`config.mk`:
```
export PLATFORM = sky130hd
export DESIGN_NAME = alu_exec
export DESIGN_NICKNAME = d
export VERILOG_FILES = /design/src/rtl/alu_exec.sv
export SDC_FILE = /design/constraint.sdc
export NUM_CORES = 1
export LEC_CHECK = 0
export BUFFER_PORTS_ARGS = -buffer_cell sky130_fd_sc_hd__buf_2
export CORE_ASPECT_RATIO = 1.1
export CORE_MARGIN = 2
export CORE_UTILIZATION = 45
export CTS_CLUSTER_DIAMETER = 60
export CTS_CLUSTER_SIZE = 28
export DETAILED_ROUTE_END_ITERATION = 6
export GPL_ROUTABILITY_DRIVEN = 0
export PLACE_DENSITY = 0.75
export SKIP_LAST_GASP = 1
export SYNTH_ARGS = -nofsm -noshare
export SYNTH_HDL_FRONTEND = slang
export SYNTH_SLANG_ARGS = --single-unit
```
`constraint.sdc`:
```
create_clock -name clk -period 4.6 [get_ports clk]
set_input_delay 0 -clock clk [delete_from_list [all_inputs] [get_ports clk]]
set_output_delay 0 -clock clk [all_outputs]
set_load 0.05 [all_outputs]
```
`src/rtl/alu_exec.sv`:
```
// rtl/alu_exec.sv - two-stage pipelined ALU with valid/ready handshake
//
// Purpose: S1 captures an operation (alu_ctl/a/b). S2 holds the computed
// result and flags until downstream takes them. Throughput is one op per
// cycle, latency is 2 cycles, and at most two ops are in flight.
//
// Ports:
//   clk, reset             single clock, synchronous active-high reset
//   in_valid / in_ready    input handshake for alu_ctl, a, b
//   alu_ctl [3:0]          operation code
//   a, b [WIDTH-1:0]       operands
//   out_valid / out_ready  output handshake for result and flags
//   result [WIDTH-1:0]     operation result
//   zero                   result == 0
//   overflow               signed overflow on ADD/SUB
//   illegal                alu_ctl was not a supported code

module alu_exec #(
  parameter int WIDTH = 32
) (
  input  logic             clk,
  input  logic             reset,
  input  logic             in_valid,
  output logic             in_ready,
  input  logic [3:0]       alu_ctl,
  input  logic [WIDTH-1:0] a,
  input  logic [WIDTH-1:0] b,
  output logic             out_valid,
  input  logic             out_ready,
  output logic [WIDTH-1:0] result,
  output logic             zero,
  output logic             overflow,
  output logic             illegal
);

  localparam logic [3:0] OP_AND = 4'b0000;
  localparam logic [3:0] OP_OR  = 4'b0001;
  localparam logic [3:0] OP_ADD = 4'b0010;
  localparam logic [3:0] OP_SUB = 4'b0110;
  localparam logic [3:0] OP_SLT = 4'b0111;
  localparam logic [3:0] OP_NOR = 4'b1100;

  // Stage 1 registers
  logic             s1_valid;
  logic [3:0]       s1_ctl;
  logic [WIDTH-1:0] s1_a;
  logic [WIDTH-1:0] s1_b;

  // Stage 2 valid; the result and flag registers are the output ports
  logic             s2_valid;

  logic             s2_load;
  logic             in_fire;

  logic [WIDTH-1:0] sum;
  logic [WIDTH-1:0] diff;
  logic             slt;
  logic [WIDTH-1:0] c_result;
  logic             c_overflow;
  logic             c_illegal;

  // S2 takes S1 whenever S2 is empty or is being emptied this cycle.
  assign s2_load   = s1_valid && (!s2_valid || out_ready);
  // in_ready is combinational from out_ready through s2_load.
  // It is forced low while reset is asserted.
  assign in_ready  = !reset && (!s1_valid || s2_load);
  assign in_fire   = in_valid && in_ready;
  assign out_valid = s2_valid;

  assign sum  = s1_a + s1_b;
  assign diff = s1_a - s1_b;
  // Use a real signed compare rather than the sign of diff.
  // The sign of diff is wrong when a-b overflows.
  assign slt  = $signed(s1_a) < $signed(s1_b);

  always_comb begin
    c_result   = '0;
    c_overflow = 1'b0;
    c_illegal  = 1'b0;
    case (s1_ctl)
      OP_AND: c_result = s1_a & s1_b;
      OP_OR:  c_result = s1_a | s1_b;
      OP_NOR: c_result = ~(s1_a | s1_b);
      OP_ADD: begin
        c_result = sum;
        // Operands have the same sign and the sum's sign differs from them.
        c_overflow = (s1_a[WIDTH-1] == s1_b[WIDTH-1]) &&
                     (sum[WIDTH-1] != s1_a[WIDTH-1]);
      end
      OP_SUB: begin
        c_result = diff;
        // Operand signs differ and the difference's sign differs from a.
        c_overflow = (s1_a[WIDTH-1] != s1_b[WIDTH-1]) &&
                     (diff[WIDTH-1] != s1_a[WIDTH-1]);
      end
      OP_SLT: c_result = {{(WIDTH-1){1'b0}}, slt};
      default: c_illegal = 1'b1;
    endcase
  end

  always_ff @(posedge clk) begin
    if (reset) begin
      s1_valid <= 1'b0;
      s2_valid <= 1'b0;
      s1_ctl   <= '0;
      s1_a     <= '0;
      s1_b     <= '0;
      result   <= '0;
      zero     <= 1'b0;
      overflow <= 1'b0;
      illegal  <= 1'b0;
    end else begin
      if (in_fire) begin
        s1_valid <= 1'b1;
        s1_ctl   <= alu_ctl;
        s1_a     <= a;
        s1_b     <= b;
      end else if (s2_load) begin
        s1_valid <= 1'b0;
      end

      if (s2_load) begin
        s2_valid <= 1'b1;
        result   <= c_result;
        zero     <= (c_result == '0);
        overflow <= c_overflow;
        illegal  <= c_illegal;
      end else if (out_ready) begin
        // If S2 drains and nothing replaces it, then S1 is empty.
        s2_valid <= 1'b0;
      end
    end
  end

endmodule

```
==> impl_metrics.yaml <==
worst_setup_path:
  start_kind: "register"
  path_delay_family: "compound AO/OA/AOI/OAI gates"
  path_cells: "inv_1 -> ha_1 -> and4_1 -> a21boi_1 -> a211oi_1 -> o21ai_0 -> a221o_1 -> a22oi_1 -> nand4_1 -> nor4_1 -> nand2_1 -> nor4_1 -> a41o_1"
  path_class: "reg -> reg"
  crit_fanout: 14
  path_buf_inv: 1
  crit_path_max_incr_delay_ns: 0.66
  cp.required_ns: 4.92
  critPathMostFrequentCell: "nor4_1"
  slowest_stage: "a211oi_1"
  worstSetupEndpointType: "register"
  worst_ep_arrival_time_ns: 4.51
finish:
  finalNetCount: 1567
  syn_to_final_growth_pct: 17.5
  layout.area.seq_um2: 2100
  multi_input_area_um2: 6540
  instances_no_fill: 1658
  layout-drive-gt1-share_pct: 12.3
  final_util_pct: 53.7
  fill_cells: 1901
logic_synthesis:
  synth_common_cells: "144 x nand2_1, 110 x nor2_1, 105 x dfxtp_1, 97 x ha_1, 94 x a21oi_1"
  synth_area_leaders: "dfxtp_1 23%, ha_1 13%, o31ai_1 6.6%, nand2_1 5.8%, a21oi_1 5.0%"
  synth_mux_area_share_pct: 0.549
  async_flop_share_pct: 0
  yosys_warnings: 0
  synthMostInstantiatedCell: "nand2_1"
  synth_adder_area_share_pct: 13.4
  synthCells: 1283
  synth_top_family_by_area: "compound AO/OA/AOI/OAI gates"
  synth_area_leader_cell: "dfxtp_1"
  ys_seq_area_share_pct: 22.5
  synthFlopType: "dfxtp_1"
  synth-simple-area-share_pct: 21.3
  synth_nets: 1454
  synthXorXnorAreaFrac_pct: 0.469
  avgSynthCellArea_um2: 7.28
  synth_compound_area_share_pct: 33.9
  ys_ff_latch: 105
  synth_edf_count: 0
  synth_top_area_share_pct: 22.5
  netlist-cell-type-count: 74
  synth_area_um2: 9340
drt:
  drtAntennaViolNets: 0
  drc_errors: 3
  drtPass1Iterations: 7
  drt_iter0_drc: 1723
  wire_per_inst_um: 19.6
  via_per_inst: 6.36
  routed_wl_um: 32400
  vias: 10500
floorplanning:
  rows: 55
  chipWidth_um: 141
  die_y_um: 155
  core_um2: 20400
  die_area_um2: 21900
  initial_core_util_pct: 45.7
  top_level_ports: 109
global_routing:
  antenna_found_initial: 1
  grt_max_degree: 84
  grt_overflow: 0
  gr-usage-all-layers_pct: 28.7
  grt_pass1_wl_um: 50800
  first_global_vias: 9454
pwr:
  leakagePower_uw: 0.00444
  total_power_uw: 3060
  powerDensity_nw_per_um2: 279
  irDropWorstVdd_v: 0.000205
flow_run:
  max-cap-violations: 0
sta:
  finalCritPeriodShare_pct: 91.1
  period_needed_ns: 4.19
  finClkSkew_ns: 0.0143
  relSlewSlack_pct: 36.5
  rsz0062_at_grt: "no"
  fmax_mhz: 239
  drv_slew: 0
  setup_violations: 0
  tightest_slew_ns: 0.951
  setup_tns_ns: 0
  hold_viol: 0
  setup_ws_ns: 0.409
clock_network:
  clock-sinks: 105
  cts-resized-gates: 0
  h-tree-depth: 3
  clockBufferDepth: 2
  cts-root-buf: "clkbuf_16"
  clock_latency_ns: 0.37
  path_clk_slew_ns: 0.08
  holdBufCountCts: 70
  post-cts-setup-buffer-count: 0
  cts-buffers-inserted: 9
  cts_tree: "built"
placed_design:
  dp_slack_ns: 0.583
  place_hpwl_um: 23100
  dpl.cell_count: 1571
  io_buffers: 108
worst_hold_path:
  hold_class: "in -> reg"
outcome:
  outcome: "finished, violations left"
  violations: "DRC"
[sequential cells by signal, summed over array words and instances (netlist names)]
register and cells:
illegal 1, zero 1, out_valid 1, result 32
s1_b 32, s1_a 32, overflow 1, s1_ctl 4
s1_valid 1
[worst paths after layout]
| check | from | end | slack [ns] | cells past startpoint |
|---|---|---|---|---|
| setup / recovery | s1_a[5] | zero | 0.41 | 13 |
| hold / removal | reset | out_valid | 0.05 | 2 |
| setup reg to reg | s1_a[5] | zero | 0.41 | 13 |
| hold reg to reg | result[10] | result[10] | 0.46 | 2 |
[layout by cell type (no fill, tap or decap), drive strengths merged, types with 14 or more instances in the layout]
cell type	count
o22ai	30
o211ai	14
a211oi	34
nor2	111
o21ai	60
nand3	23
ha	97
nor3	27
dfxtp	105
nand4	20
buf	126
dlygate4sd3	70
nand2	144
nor2b	16
inv	96
o31ai	82
or2	14
a21oi	94
a22oi	35
[power by group]
part	switching, uW	total, uW	leakage, uW	internal [uW]
Clock	396	773	0.000135	377
Sequential	53.3	1030	0.000867	975
Combinational	817	1260	0.00344	440
Total	1270	3060	0.00444	1790
[metal layers]
metal  global-route usage (%)  share of wire [%]  up-vias
met5                        0                  0        -
met4                     10.8                3.8        0
met3                     6.68                 12      120
met2                     43.8                 43      687
met1                     39.5                 41     4811
li1                         -                  -     4931
[cell families (layout without fill, tap and decap cells)]
kind of cell	Yosys count	count (layout)
compound gates	461	461
flops	105	105
other cells	0	1
simple gates	421	421
buf+inv	187	305
xor+xnor	5	5
fa+ha+maj	99	99
mux	5	5
[metrics by stage]
stage | hold slack [ns] | area, um2
2_1_floorplan | 0.0989 | 9340
3_3_place_gp | 0.189 | 9990
3_5_place_dp | 0.197 | 9990
4_1_cts | 0.0352 | 11000
5_1_grt | 0.0545 | 11000
6_report | 0.0466 | 11000
[area by class of cell]
type | instances | share of cell area [%]
clock inverter | 7 | 0.558
antenna | 1 | 0.0228
timing repair buffer | 196 | 12.6
multi-input combinational | 991 | 59.6
sequential | 105 | 19.1
clock buffer | 9 | 2.05
inverter | 93 | 3.18
tap | 256 | 2.92
No activity file was read; power rests on OpenSTA's default activity.
